<file path="src/rtl/lzw_reverse_deframer_if.sv">
// Bundle of the GMII receive inputs and the downstream FIFO / dictionary ports of the
// LZW reverse deframer. The slave side is the deframer; the master side is its environment.
interface lzw_reverse_deframer_if;
  logic [7:0]  I_gmii_rxd;
  logic        I_gmii_rxdv;
  logic        I_gmii_rxerr;
  logic        O_fifo_head_wr;
  logic [8:0]  O_fifo_head_wdata;
  logic        I_fifo_head_full;
  logic        O_fifo_pload_wr;
  logic [8:0]  O_fifo_pload_wdata;
  logic        I_fifo_pload_full;
  logic        O_fifo_cmprs_wr;
  logic [15:0] O_fifo_cmprs_wdata;
  logic        I_fifo_cmprs_full;
  logic        O_dict_rxen;
  logic [7:0]  O_dict_rxd;

  modport master (
    output I_gmii_rxd, I_gmii_rxdv, I_gmii_rxerr,
    output I_fifo_head_full, I_fifo_pload_full, I_fifo_cmprs_full,
    input  O_fifo_head_wr, O_fifo_head_wdata,
    input  O_fifo_pload_wr, O_fifo_pload_wdata,
    input  O_fifo_cmprs_wr, O_fifo_cmprs_wdata,
    input  O_dict_rxen, O_dict_rxd
  );

  modport slave (
    input  I_gmii_rxd, I_gmii_rxdv, I_gmii_rxerr,
    input  I_fifo_head_full, I_fifo_pload_full, I_fifo_cmprs_full,
    output O_fifo_head_wr, O_fifo_head_wdata,
    output O_fifo_pload_wr, O_fifo_pload_wdata,
    output O_fifo_cmprs_wr, O_fifo_cmprs_wdata,
    output O_dict_rxen, O_dict_rxd
  );
endinterface

</file>
<file path="src/rtl/lzw_reverse_deframer.sv">
// Parses GMII receive bytes into header, payload, compressed-code and dictionary streams.
// Malformed frames are dropped, flagged with a one-cycle pulse and counted.
//
// state  | meaning
// IDLE   | waiting for a 0x55 preamble byte with rxdv high
// PRE    | inside preamble, waiting for SFD 0xD5
// HEAD   | forwarding HEAD_LEN header bytes to the header FIFO
// TYPE   | capturing the frame type byte
// LEN_H  | capturing the high length byte
// LEN_L  | capturing the low length byte and validating type/length
// BODY   | routing LEN body bytes to the selected destination
// TAIL   | ignoring trailing bytes until rxdv falls, then frame done
// DROP   | discarding the rest of a bad frame until rxdv falls
module lzw_reverse_deframer #(
  parameter int unsigned HEAD_LEN = 14,
  parameter int unsigned MAX_LEN  = 1500
) (
  input  logic                   I_sys_clk,
  input  logic                   I_sys_rst,
  lzw_reverse_deframer_if.slave  bus,
  output logic                   O_frame_done,
  output logic                   O_frame_err,
  output logic [15:0]            O_err_cnt
);

  typedef enum logic [3:0] {
    S_IDLE,
    S_PRE,
    S_HEAD,
    S_TYPE,
    S_LEN_H,
    S_LEN_L,
    S_BODY,
    S_TAIL,
    S_DROP
  } state_t;

  localparam logic [1:0] T_PLOAD = 2'd0;
  localparam logic [1:0] T_CMPRS = 2'd1;
  localparam logic [1:0] T_HEAD  = 2'd3;

  state_t      state_q, state_d;
  logic [7:0]  head_cnt_q, head_cnt_d;
  logic [15:0] body_cnt_q, body_cnt_d;
  logic [15:0] len_q, len_d;
  logic [7:0]  len_h_q, len_h_d;
  logic [1:0]  type_q, type_d;
  logic [7:0]  code_hi_q, code_hi_d;
  logic        hold_q, hold_d;

  logic        head_wr_q, head_wr_d;
  logic [8:0]  head_wdata_q, head_wdata_d;
  logic        pload_wr_q, pload_wr_d;
  logic [8:0]  pload_wdata_q, pload_wdata_d;
  logic        cmprs_wr_q, cmprs_wr_d;
  logic [15:0] cmprs_wdata_q, cmprs_wdata_d;
  logic        dict_en_q, dict_en_d;
  logic [7:0]  dict_byte_q, dict_byte_d;
  logic        done_q, done_d;
  logic        err_q, err_d;
  logic [15:0] err_cnt_q, err_cnt_d;

  logic        fail;
  logic        rx_bad;
  logic        head_last;
  logic        body_last;
  logic [15:0] len_v;
  logic [7:0]  rxd;
  logic        rxdv;
  logic        rxerr;

  assign rxd   = bus.I_gmii_rxd;
  assign rxdv  = bus.I_gmii_rxdv;
  assign rxerr = bus.I_gmii_rxerr;

  always_comb begin
    state_d       = state_q;
    head_cnt_d    = head_cnt_q;
    body_cnt_d    = body_cnt_q;
    len_d         = len_q;
    len_h_d       = len_h_q;
    type_d        = type_q;
    code_hi_d     = code_hi_q;
    // after reset, stay deaf until the frame in flight ends
    hold_d        = hold_q & rxdv;
    head_wr_d     = 1'b0;
    head_wdata_d  = head_wdata_q;
    pload_wr_d    = 1'b0;
    pload_wdata_d = pload_wdata_q;
    cmprs_wr_d    = 1'b0;
    cmprs_wdata_d = cmprs_wdata_q;
    dict_en_d     = 1'b0;
    dict_byte_d   = dict_byte_q;
    done_d        = 1'b0;
    err_d         = 1'b0;
    err_cnt_d     = err_cnt_q;
    fail          = 1'b0;
    rx_bad        = !rxdv || rxerr;
    len_v         = {len_h_q, rxd};
    head_last     = (head_cnt_q == 8'(HEAD_LEN - 1));
    body_last     = (body_cnt_q == len_q - 16'd1);

    case (state_q)
      S_IDLE: begin
        if (!hold_q && rxdv && rxd == 8'h55) state_d = S_PRE;
      end
      S_PRE: begin
        if (!rxdv) begin
          state_d = S_IDLE;
        end else if (rxerr) begin
          fail = 1'b1;
        end else if (rxd == 8'hD5) begin
          state_d    = S_HEAD;
          head_cnt_d = 8'd0;
        end else if (rxd != 8'h55) begin
          fail = 1'b1;
        end
      end
      S_HEAD: begin
        if (rx_bad || bus.I_fifo_head_full) begin
          fail = 1'b1;
        end else begin
          head_wr_d    = 1'b1;
          head_wdata_d = {head_last, rxd};
          if (head_last) state_d = S_TYPE;
          else           head_cnt_d = head_cnt_q + 8'd1;
        end
      end
      S_TYPE: begin
        if (rx_bad || rxd > 8'h03) begin
          fail = 1'b1;
        end else begin
          type_d  = rxd[1:0];
          state_d = S_LEN_H;
        end
      end
      S_LEN_H: begin
        if (rx_bad) begin
          fail = 1'b1;
        end else begin
          len_h_d = rxd;
          state_d = S_LEN_L;
        end
      end
      S_LEN_L: begin
        if (rx_bad || len_v > 16'(MAX_LEN) ||
            (type_q == T_CMPRS && len_v[0]) ||
            (type_q == T_HEAD && len_v != 16'd0)) begin
          fail = 1'b1;
        end else begin
          len_d      = len_v;
          body_cnt_d = 16'd0;
          state_d    = (len_v == 16'd0) ? S_TAIL : S_BODY;
        end
      end
      S_BODY: begin
        if (rx_bad) begin
          fail = 1'b1;
        end else begin
          case (type_q)
            T_PLOAD: begin
              if (bus.I_fifo_pload_full) begin
                fail = 1'b1;
              end else begin
                pload_wr_d    = 1'b1;
                pload_wdata_d = {body_last, rxd};
              end
            end
            T_CMPRS: begin
              // even body index carries the high byte of a code, odd index completes it
              if (!body_cnt_q[0]) begin
                code_hi_d = rxd;
              end else if (bus.I_fifo_cmprs_full) begin
                fail = 1'b1;
              end else begin
                cmprs_wr_d    = 1'b1;
                cmprs_wdata_d = {code_hi_q, rxd};
              end
            end
            default: begin
              dict_en_d   = 1'b1;
              dict_byte_d = rxd;
            end
          endcase
          if (!fail) begin
            body_cnt_d = body_cnt_q + 16'd1;
            if (body_last) state_d = S_TAIL;
          end
        end
      end
      S_TAIL: begin
        if (!rxdv) begin
          done_d  = 1'b1;
          state_d = S_IDLE;
        end else if (rxerr) begin
          fail = 1'b1;
        end
      end
      S_DROP: begin
        if (!rxdv) state_d = S_IDLE;
      end
      default: state_d = S_IDLE;
    endcase

    if (fail) begin
      state_d = S_DROP;
      err_d   = 1'b1;
      if (err_cnt_q != 16'hFFFF) err_cnt_d = err_cnt_q + 16'd1;
    end
  end

  always_ff @(posedge I_sys_clk) begin
    if (I_sys_rst) begin
      state_q       <= S_IDLE;
      head_cnt_q    <= 8'd0;
      body_cnt_q    <= 16'd0;
      len_q         <= 16'd0;
      len_h_q       <= 8'd0;
      type_q        <= 2'd0;
      code_hi_q     <= 8'd0;
      hold_q        <= 1'b1;
      head_wr_q     <= 1'b0;
      head_wdata_q  <= 9'd0;
      pload_wr_q    <= 1'b0;
      pload_wdata_q <= 9'd0;
      cmprs_wr_q    <= 1'b0;
      cmprs_wdata_q <= 16'd0;
      dict_en_q     <= 1'b0;
      dict_byte_q   <= 8'd0;
      done_q        <= 1'b0;
      err_q         <= 1'b0;
      err_cnt_q     <= 16'd0;
    end else begin
      state_q       <= state_d;
      head_cnt_q    <= head_cnt_d;
      body_cnt_q    <= body_cnt_d;
      len_q         <= len_d;
      len_h_q       <= len_h_d;
      type_q        <= type_d;
      code_hi_q     <= code_hi_d;
      hold_q        <= hold_d;
      head_wr_q     <= head_wr_d;
      head_wdata_q  <= head_wdata_d;
      pload_wr_q    <= pload_wr_d;
      pload_wdata_q <= pload_wdata_d;
      cmprs_wr_q    <= cmprs_wr_d;
      cmprs_wdata_q <= cmprs_wdata_d;
      dict_en_q     <= dict_en_d;
      dict_byte_q   <= dict_byte_d;
      done_q        <= done_d;
      err_q         <= err_d;
      err_cnt_q     <= err_cnt_d;
    end
  end

  assign bus.O_fifo_head_wr     = head_wr_q;
  assign bus.O_fifo_head_wdata  = head_wdata_q;
  assign bus.O_fifo_pload_wr    = pload_wr_q;
  assign bus.O_fifo_pload_wdata = pload_wdata_q;
  assign bus.O_fifo_cmprs_wr    = cmprs_wr_q;
  assign bus.O_fifo_cmprs_wdata = cmprs_wdata_q;
  assign bus.O_dict_rxen        = dict_en_q;
  assign bus.O_dict_rxd         = dict_byte_q;
  assign O_frame_done           = done_q;
  assign O_frame_err            = err_q;
  assign O_err_cnt              = err_cnt_q;

endmodule

</file>
<file path="src/flat_wrapper.sv">
// flat-port wrapper written by rule: the top's interface ports become plain ports
module lzw_reverse_deframer_flat 
#(
  parameter int unsigned HEAD_LEN = 14,
  parameter int unsigned MAX_LEN  = 1500
)
  (I_sys_clk, I_sys_rst, O_frame_done, O_frame_err, O_err_cnt, bus_I_gmii_rxd, bus_I_gmii_rxdv, bus_I_gmii_rxerr, bus_I_fifo_head_full, bus_I_fifo_pload_full, bus_I_fifo_cmprs_full, bus_O_fifo_head_wr, bus_O_fifo_head_wdata, bus_O_fifo_pload_wr, bus_O_fifo_pload_wdata, bus_O_fifo_cmprs_wr, bus_O_fifo_cmprs_wdata, bus_O_dict_rxen, bus_O_dict_rxd);
  lzw_reverse_deframer_if bus_i ();
  input  logic I_sys_clk;
  input  logic I_sys_rst;
  output logic O_frame_done;
  output logic O_frame_err;
  output logic [15:0] O_err_cnt;
  input wire logic [$bits(bus_i.I_gmii_rxd)-1:0] bus_I_gmii_rxd;
  input wire logic [$bits(bus_i.I_gmii_rxdv)-1:0] bus_I_gmii_rxdv;
  input wire logic [$bits(bus_i.I_gmii_rxerr)-1:0] bus_I_gmii_rxerr;
  input wire logic [$bits(bus_i.I_fifo_head_full)-1:0] bus_I_fifo_head_full;
  input wire logic [$bits(bus_i.I_fifo_pload_full)-1:0] bus_I_fifo_pload_full;
  input wire logic [$bits(bus_i.I_fifo_cmprs_full)-1:0] bus_I_fifo_cmprs_full;
  output wire logic [$bits(bus_i.O_fifo_head_wr)-1:0] bus_O_fifo_head_wr;
  output wire logic [$bits(bus_i.O_fifo_head_wdata)-1:0] bus_O_fifo_head_wdata;
  output wire logic [$bits(bus_i.O_fifo_pload_wr)-1:0] bus_O_fifo_pload_wr;
  output wire logic [$bits(bus_i.O_fifo_pload_wdata)-1:0] bus_O_fifo_pload_wdata;
  output wire logic [$bits(bus_i.O_fifo_cmprs_wr)-1:0] bus_O_fifo_cmprs_wr;
  output wire logic [$bits(bus_i.O_fifo_cmprs_wdata)-1:0] bus_O_fifo_cmprs_wdata;
  output wire logic [$bits(bus_i.O_dict_rxen)-1:0] bus_O_dict_rxen;
  output wire logic [$bits(bus_i.O_dict_rxd)-1:0] bus_O_dict_rxd;
  assign bus_i.I_gmii_rxd = bus_I_gmii_rxd;
  assign bus_i.I_gmii_rxdv = bus_I_gmii_rxdv;
  assign bus_i.I_gmii_rxerr = bus_I_gmii_rxerr;
  assign bus_i.I_fifo_head_full = bus_I_fifo_head_full;
  assign bus_i.I_fifo_pload_full = bus_I_fifo_pload_full;
  assign bus_i.I_fifo_cmprs_full = bus_I_fifo_cmprs_full;
  assign bus_O_fifo_head_wr = bus_i.O_fifo_head_wr;
  assign bus_O_fifo_head_wdata = bus_i.O_fifo_head_wdata;
  assign bus_O_fifo_pload_wr = bus_i.O_fifo_pload_wr;
  assign bus_O_fifo_pload_wdata = bus_i.O_fifo_pload_wdata;
  assign bus_O_fifo_cmprs_wr = bus_i.O_fifo_cmprs_wr;
  assign bus_O_fifo_cmprs_wdata = bus_i.O_fifo_cmprs_wdata;
  assign bus_O_dict_rxen = bus_i.O_dict_rxen;
  assign bus_O_dict_rxd = bus_i.O_dict_rxd;
  lzw_reverse_deframer #(.HEAD_LEN(HEAD_LEN), .MAX_LEN(MAX_LEN)) u_core (.I_sys_clk(I_sys_clk), .I_sys_rst(I_sys_rst), .bus(bus_i), .O_frame_done(O_frame_done), .O_frame_err(O_frame_err), .O_err_cnt(O_err_cnt));
endmodule
</file>
<file path="config.mk">
export PLATFORM = sky130hd
export DESIGN_NAME = lzw_reverse_deframer_flat
export DESIGN_NICKNAME = d
export VERILOG_FILES = /design/src/rtl/lzw_reverse_deframer_if.sv /design/src/rtl/lzw_reverse_deframer.sv /design/src/flat_wrapper.sv
export SDC_FILE = /design/constraint.sdc
export NUM_CORES = 1
export LEC_CHECK = 0
export ABC_AREA = 1
export CORE_ASPECT_RATIO = 1.1
export CORE_MARGIN = 4
export CORE_UTILIZATION = 55
export DETAILED_ROUTE_END_ITERATION = 8
export PLACE_DENSITY = 0.76
export SYNTH_ARGS = -nofsm -noshare
export SYNTH_HDL_FRONTEND = slang
export SYNTH_SLANG_ARGS = --single-unit
</file>
<file path="constraint.sdc">
create_clock -name I_sys_clk -period 2.9 [get_ports I_sys_clk]
set_input_delay 0.58 -clock I_sys_clk [delete_from_list [all_inputs] [get_ports I_sys_clk]]
set_output_delay 0.58 -clock I_sys_clk [all_outputs]
set_load 0.02 [all_outputs]
</file>
==> summary.txt, run 1 <==
STA
  • Worst Max-Slew Pin Slew: approximately 850 ps
  • Final worst-path setup slack: 383.9 ps
  • Final setup TNS: 0 ps
  • Final min period: 2516 ps
  • Final Hold Slack: 445.3 ps
  • Slew Limit Fails: 0
  • Max_slew headroom: 43.28%
  • Final hold violation count: 0
  • Achievable clock frequency: 0.3974 GHz
  • Final worst-path cycle share: 86.76%
  • Final setup violation count: 0
  • Worst Clk Skew: 12.10 ps
  • RSZ-0062 raised after global routing: no

Cells and area
  • # fillers: 922
  • Area grow syn2layout: 24.17%
  • N_diodes: 0
  • Util after Layout: 71.01%
  • Fin nets: around 980
  • Layout cell share with drive strength beyond 1: 10.13%

Critical path
  • Critical path startpoint: u_core.O_err_cnt[1]
  • Critical Path Sink Type: flop
  • Worst r2r path cells: 10
  • CP Max Fanout: 16
  • CP startpoint kind: flop
  • Worst endpoint required time: 3250 ps
  • Setup Crit Path Kind: reg -> reg
  • Worst Path Arrival: approximately 2900 ps
  • Crit Reg-Reg Startpoint: u_core.O_err_cnt[1]

Global route
  • Initial antenna violation count: 0
  • GRT overflow: 0
  • Vias in the first global route: 6120
  • First-pass GRT wire length: 28840 µm
  • Largest net degree at the start of global routing: 42
  • GRT Util Overall: 27.26%

Route
  • Via-to-Cell Ratio: roughly 5.6
  • Pre-antenna DRT Iters: 5
  • Starting DRT DRC Count: 554
  • WL per Instance: 15.43 µm
  • Routed via count: 6255
  • DRC Markers: 0
  • Drt total wl: 17350 µm
  • ANT nets after route: 0

Pwr
  • IR drop worst, VDD: 0.6984 mV
  • Power Dens Cells: 610.2 mW/mm²
  • Static leakage: 0.003121 µW

Yosys
  • Synth top area share: 40.20%
  • Synth Register Bits: 127
  • Largest area contributor in the netlist: dfxtp_1
  • Post-Syn Area per Cell: 7.163 µm²
  • Synth Instances: 883
  • Syn. warnings: 0
  • Number of synthesized flops with an enable pin: 0
  • Ys async rst share: 0%
  • Cell with the most instances after synthesis: nand2_1
  • Netlist area before placement: approximately 0.0063 mm²
  • Top FF cell, synth: dfxtp_1
  • Register area share after synthesis: 40.20%
  • Count of different cell masters after synthesis: 39
  • Largest cells by area after synthesis: dfxtp_1 (40%), nand2_1 (9.3%), a21oi_1 (7.4%)
  • Mapped Nets: 903
  • Synth top cells by count: nand2_1 (156), dfxtp_1 (127), nor2_1 (111)

Hold path
  • Min-delay src: u_core.len_h_q[6]
  • Hold Path Stages: 2
  • Hold Path Class: reg -> reg

Die
  • I/O Pins: slightly below 80
  • Die area: 0.01328 mm²
  • Core Box Area: 0.01106 mm²
  • Site Rows: 40
  • Initial Util: a little under three fifths
  • Die width: 110.2 µm
  • Chip Height: around 120 µm

Clock network
  • Total CTS buffers: 17
  • Post-CTS sizing: 0
  • Post-CTS Setup Bufs: 0
  • Max H-tree Level: 4
  • Root Driver: clkbuf_16
  • Clk sinks: 127
  • CTS max path bufs: 2
  • Clock input transition at the sequential cells of the worst setup and hold paths: 60 ps
  • CTS tree: yes
  • Clock Latency Late Sink: about 420 ps
  • CTS Hold Bufs: 0

Placed design
  • Post-Place Worst Slack: 158.4 ps
  • Dpl hpwl: 12000 µm
  • Final GP Congestion: between 0.8 and 0.9
  • Port Buffers: 78

Status
  • Outcome: completed

Flow run
  • Max-cap violations: 0
-- stage by stage --
step	cells	area [µm²]	total power (µW)
after CTS	1124	7854	4802
after global placement	1092	7248	2622
final	1124	7854	4793
after floorplan	883	6325	2449
after global routing	1124	7854	4977
after detailed placement	1092	7248	2647
-- layout make-up --
class                           count  area [µm²]  area share [%]
Tap cell                          147       183.9           2.342
Inverter                           86       322.8           4.110
Clock inverter                     13       152.6           1.944
Timing Repair Buffer               95       903.4           11.50
Multi-Input combinational cell    637        3296           41.96
Clock buffer                       19       452.9           5.767
Sequential cell                   127        2542           32.37
-- cells in the final DEF, fill, tap and decap left out, types with 2 or more instances in the layout --
master and instances:
inv_2 7, nand3b_1 10, a21oi_2 10, inv_1 78
nor3_1 18, a21oi_1 94, nor3b_1 3, clkbuf_8 2
ha_1 5, clkbuf_16 17, clkinv_4 2, bufinv_16 2
nor2_1 111, nor2_2 4, nand2_2 15, xnor2_1 14
nor4_1 6, nand2_1 156, clkinvlp_4 2, buf_4 17
nand3_4 2, xor2_1 26, nor3_2 2, nand3_1 52
nand4_1 15, o21ai_0 78, nor3_4 4, clkdlybuf4s50_1 77
nor2_4 3, inv_6 5, dfxtp_1 127
-- cell families (layout without fill, tap and decap cells) --
group | Yosys count | after routing | synth area share, %
AO/OA/AOI/OAI | 186 | 186 | 15.47
AND/OR/NAND/NOR | 406 | 406 | 30.11
adder cells (fa/ha/maj) | 5 | 5 | 0.9891
buffers and inverters | 119 | 213 | 7.695
XOR/XNOR | 40 | 40 | 5.539
flip-flops | 127 | 127 | 40.20
-- critical path, stage by stage, from the launching register on --
cell	delay [ps]
dfxtp_1	420
ha_1	270
nand2_2	110
nor3_4	240
nand2_1	60
or4_1	750
nand2_8	310
inv_2	60
nand2_1	50
nand2_1	50
nor2_1	120
-- flip-flops by register name (all words and copies together), names as in the netlist --
register,cells
u_core.type_q,2
u_core.bus.O_fifo_pload_wdata,9
u_core.code_hi_q,8
u_core.state_q,4
u_core.body_cnt_q,16
u_core.bus.O_fifo_cmprs_wdata,16
u_core.len_h_q,8
u_core.bus.O_fifo_pload_wr,1
u_core.O_err_cnt,16
u_core.O_frame_err,1
u_core.O_frame_done,1
u_core.len_q,16
u_core.bus.O_dict_rxd,8
u_core.bus.O_fifo_cmprs_wr,1
u_core.bus.O_fifo_head_wr,1
u_core.head_cnt_q,8
u_core.hold_q,1
u_core.bus.O_dict_rxen,1
u_core.bus.O_fifo_head_wdata,9
-- worst paths after layout --
kind | slack (ps) | endpoint
hold reg to reg | 450 | u_core.len_h_q[6]
setup / recovery | 380 | u_core.O_err_cnt[0]
setup reg to reg | 380 | u_core.O_err_cnt[0]
hold / removal | 450 | u_core.len_h_q[6]
-- power breakdown --
part	switching (µW)	internal [µW]	total, µW
Clock	834	1330	2160
Sequential	74.6	1800	1870
Combinational	500	255	755
-- routing by layer --
layer / track usage (%) / up-vias / share of wire, %
met4: 8.545 / 0 / 1.6
li1: - / 3062 / -
met1: 33.55 / 2944 / 43
met2: 46.78 / 223 / 50
met5: 0 / - / 0
met3: 6.300 / 26 / 5.2
Power figures use the tool's default switching activity.
==> run 2, diff against run 1 <==
RECOVER_POWER = 100   (was default)
==> summary.txt, run 2 (synthesis gave the netlist of run 1 again) <==
Status
  • Outcome: completed

Pwr
  • Power Dens Cells: 612.0 mW/mm²
  • IR drop worst, VDD: 0.6900 mV
  • Static leakage: between 0.003 and 0.004 µW
  • Total power: 4770 µW

STA
  • Final hold violation count: 0
  • Final worst-path setup slack: 281.7 ps
  • Final Hold Slack: 444.4 ps
  • Final min period: approximately 2600 ps
  • Worst Clk Skew: 9.621 ps
  • Slew Limit Fails: 0
  • Worst Max-Slew Pin Slew: between 800 and 900 ps
  • Max_slew headroom: 43.16%
  • Final setup violation count: 0
  • Final worst-path cycle share: between 90% and 100%
  • RSZ-0062 raised after global routing: no
  • Achievable clock frequency: 0.3819 GHz
  • Final setup TNS: 0 ps

Critical path
  • Worst Path Arrival: slightly below 3000 ps
  • Reg-to-reg endpoint: u_core.O_err_cnt[0]
  • Worst r2r path cells: 10
  • Critical path startpoint: bus_I_gmii_rxdv
  • Crit Reg-Reg Startpoint: u_core.O_err_cnt[0]
  • CP startpoint kind: input port
  • Crit path to: u_core.O_err_cnt[9]
  • R2r setup slk: 400 ps
  • Worst endpoint required time: 3180 ps
  • CP Max Fanout: 15
  • Critical Path Sink Type: flop
  • Setup Crit Path Kind: in -> reg

Clock network
  • CTS max path bufs: 2
  • Max H-tree Level: 4
  • Root Driver: clkbuf_16
  • CTS tree: yes
  • Clock input transition at the sequential cells of the worst setup and hold paths: 60 ps
  • Post-CTS Setup Bufs: 0
  • CTS Hold Bufs: 0
  • Post-CTS sizing: 0
  • Total CTS buffers: 17
  • Clock Latency Late Sink: roughly 420 ps
  • Clk sinks: 127

Cells and area
  • Leading cell type in the layout, fill and taps excluded: nand2_1
  • Multi-input gate area: 0.003251 mm²
  • N_diodes: 0
  • FF/Latch Area: 0.002542 mm²
  • # fillers: 933
  • Fin nets: 984
  • Most frequent cells in the layout: nand2_1 (159), dfxtp_1 (127), nor2_1 (111), a21oi_1 (95), inv_1 (79)
  • Area grow syn2layout: 23.22%
  • Layout cell share with drive strength beyond 1: 9.007%

Die
  • Core Box Area: 0.01106 mm²
  • Chip Height: around 120 µm
  • Die width: about 110 µm
  • Die area: 0.01328 mm²
  • Initial Util: between 50% and 60%
  • I/O Pins: 79
  • Site Rows: 40

Route
  • ANT nets after route: 0
  • Routed via count: 6245
  • Drt total wl: 17300 µm
  • Via-to-Cell Ratio: 5.556
  • DRC Markers: 0
  • WL per Instance: 15.39 µm
  • Starting DRT DRC Count: 607
  • Pre-antenna DRT Iters: 5

Global route
  • Vias in the first global route: 6120
  • GRT overflow: 0
  • Initial antenna violation count: 0
  • First-pass GRT wire length: approximately 29000 µm
  • Largest net degree at the start of global routing: 42
  • GRT Util Overall: 27.26%

Hold path
  • Hold Path Class: reg -> reg

Placed design
  • Port Buffers: 78
  • Post-Place Worst Slack: about 160 ps
  • Dpl hpwl: 12000 µm
  • Final GP Congestion: 0.8951

Flow run
  • Max-cap violations: 0
[run 2: cell types whose count changed in the layout (fill, tap and decap cells not counted), sizes merged]
cell / previous run / this run
clkdlybuf4s50: 77 / 12
dlygate4sd3: 0 / 65
buf: 18 / 13
clkbuf: 19 / 24
clkinv: 4 / 5
inv: 91 / 90
[run 2: layout make-up]
| type | instances | area share (%) |
|---|---|---|
| Timing Repair Buffer | 95 | 11.40 |
| Inverter | 86 | 4.142 |
| Multi-Input combinational cell | 637 | 41.71 |
| Tap cell | 147 | 2.360 |
| Sequential cell | 127 | 32.62 |
| Clock inverter | 13 | 1.959 |
| Clock buffer | 19 | 5.812 |
[run 2: power breakdown]
part	total [µW]	leakage, µW	internal [µW]	switching, µW
sequential	1870	0.00102	1800	72.6
clock	2170	0.000293	1330	838
combinational	730	0.00201	237	493
total	4770	0.00332	3370	1400
[run 2: critical path, cell delays in order]
cell and delay [ps]:
dlygate4sd3_1 650, nand2_1 230, nor2_1 150, nor2_1 70, a31oi_1 210, nand2_1 90, a21oi_1 220, nand3_4 160
clkbuf_2 280, nand3_1 170, a21oi_1 100
[run 2: through the flow]
| step | cell area [µm²] | util (%) | std cells |
|---|---|---|---|
| after global routing | 7794 | 70.46 | 1124 |
| after CTS | 7854 | 71.01 | 1124 |
| after global placement | 7248 | 65.53 | 1092 |
| after detailed placement | 7248 | 65.53 | 1092 |
| final | 7794 | 70.46 | 1124 |
| after floorplan | 6325 | - | 883 |
[run 2: routing by layer]
layer / global-route usage (%) / vias to the layer above / wire length, µm
met4: 8.545 / 0 / 326
met2: 46.78 / 237 / 8568
met1: 33.55 / 2911 / 7359
met5: 0 / - / 0
li1: - / 3061 / -
met3: 6.300 / 36 / 1043
[run 2: how the worst min path moves through the flow]
| stage | from | to | cells past startpoint | slack [ps] |
|---|---|---|---|---|
| detailed placement | u_core.len_h_q[6] | u_core.len_h_q[6] | 2 | 440 |
| global route | u_core.len_h_q[6] | u_core.len_h_q[6] | 2 | 460 |
| CTS | u_core.len_h_q[6] | u_core.len_h_q[6] | 2 | 450 |
| finish | u_core.len_h_q[6] | u_core.len_h_q[6] | 2 | 440 |
| floorplan | u_core.hold_q | u_core.hold_q | 2 | 420 |
| global placement | u_core.hold_q | u_core.hold_q | 2 | 430 |
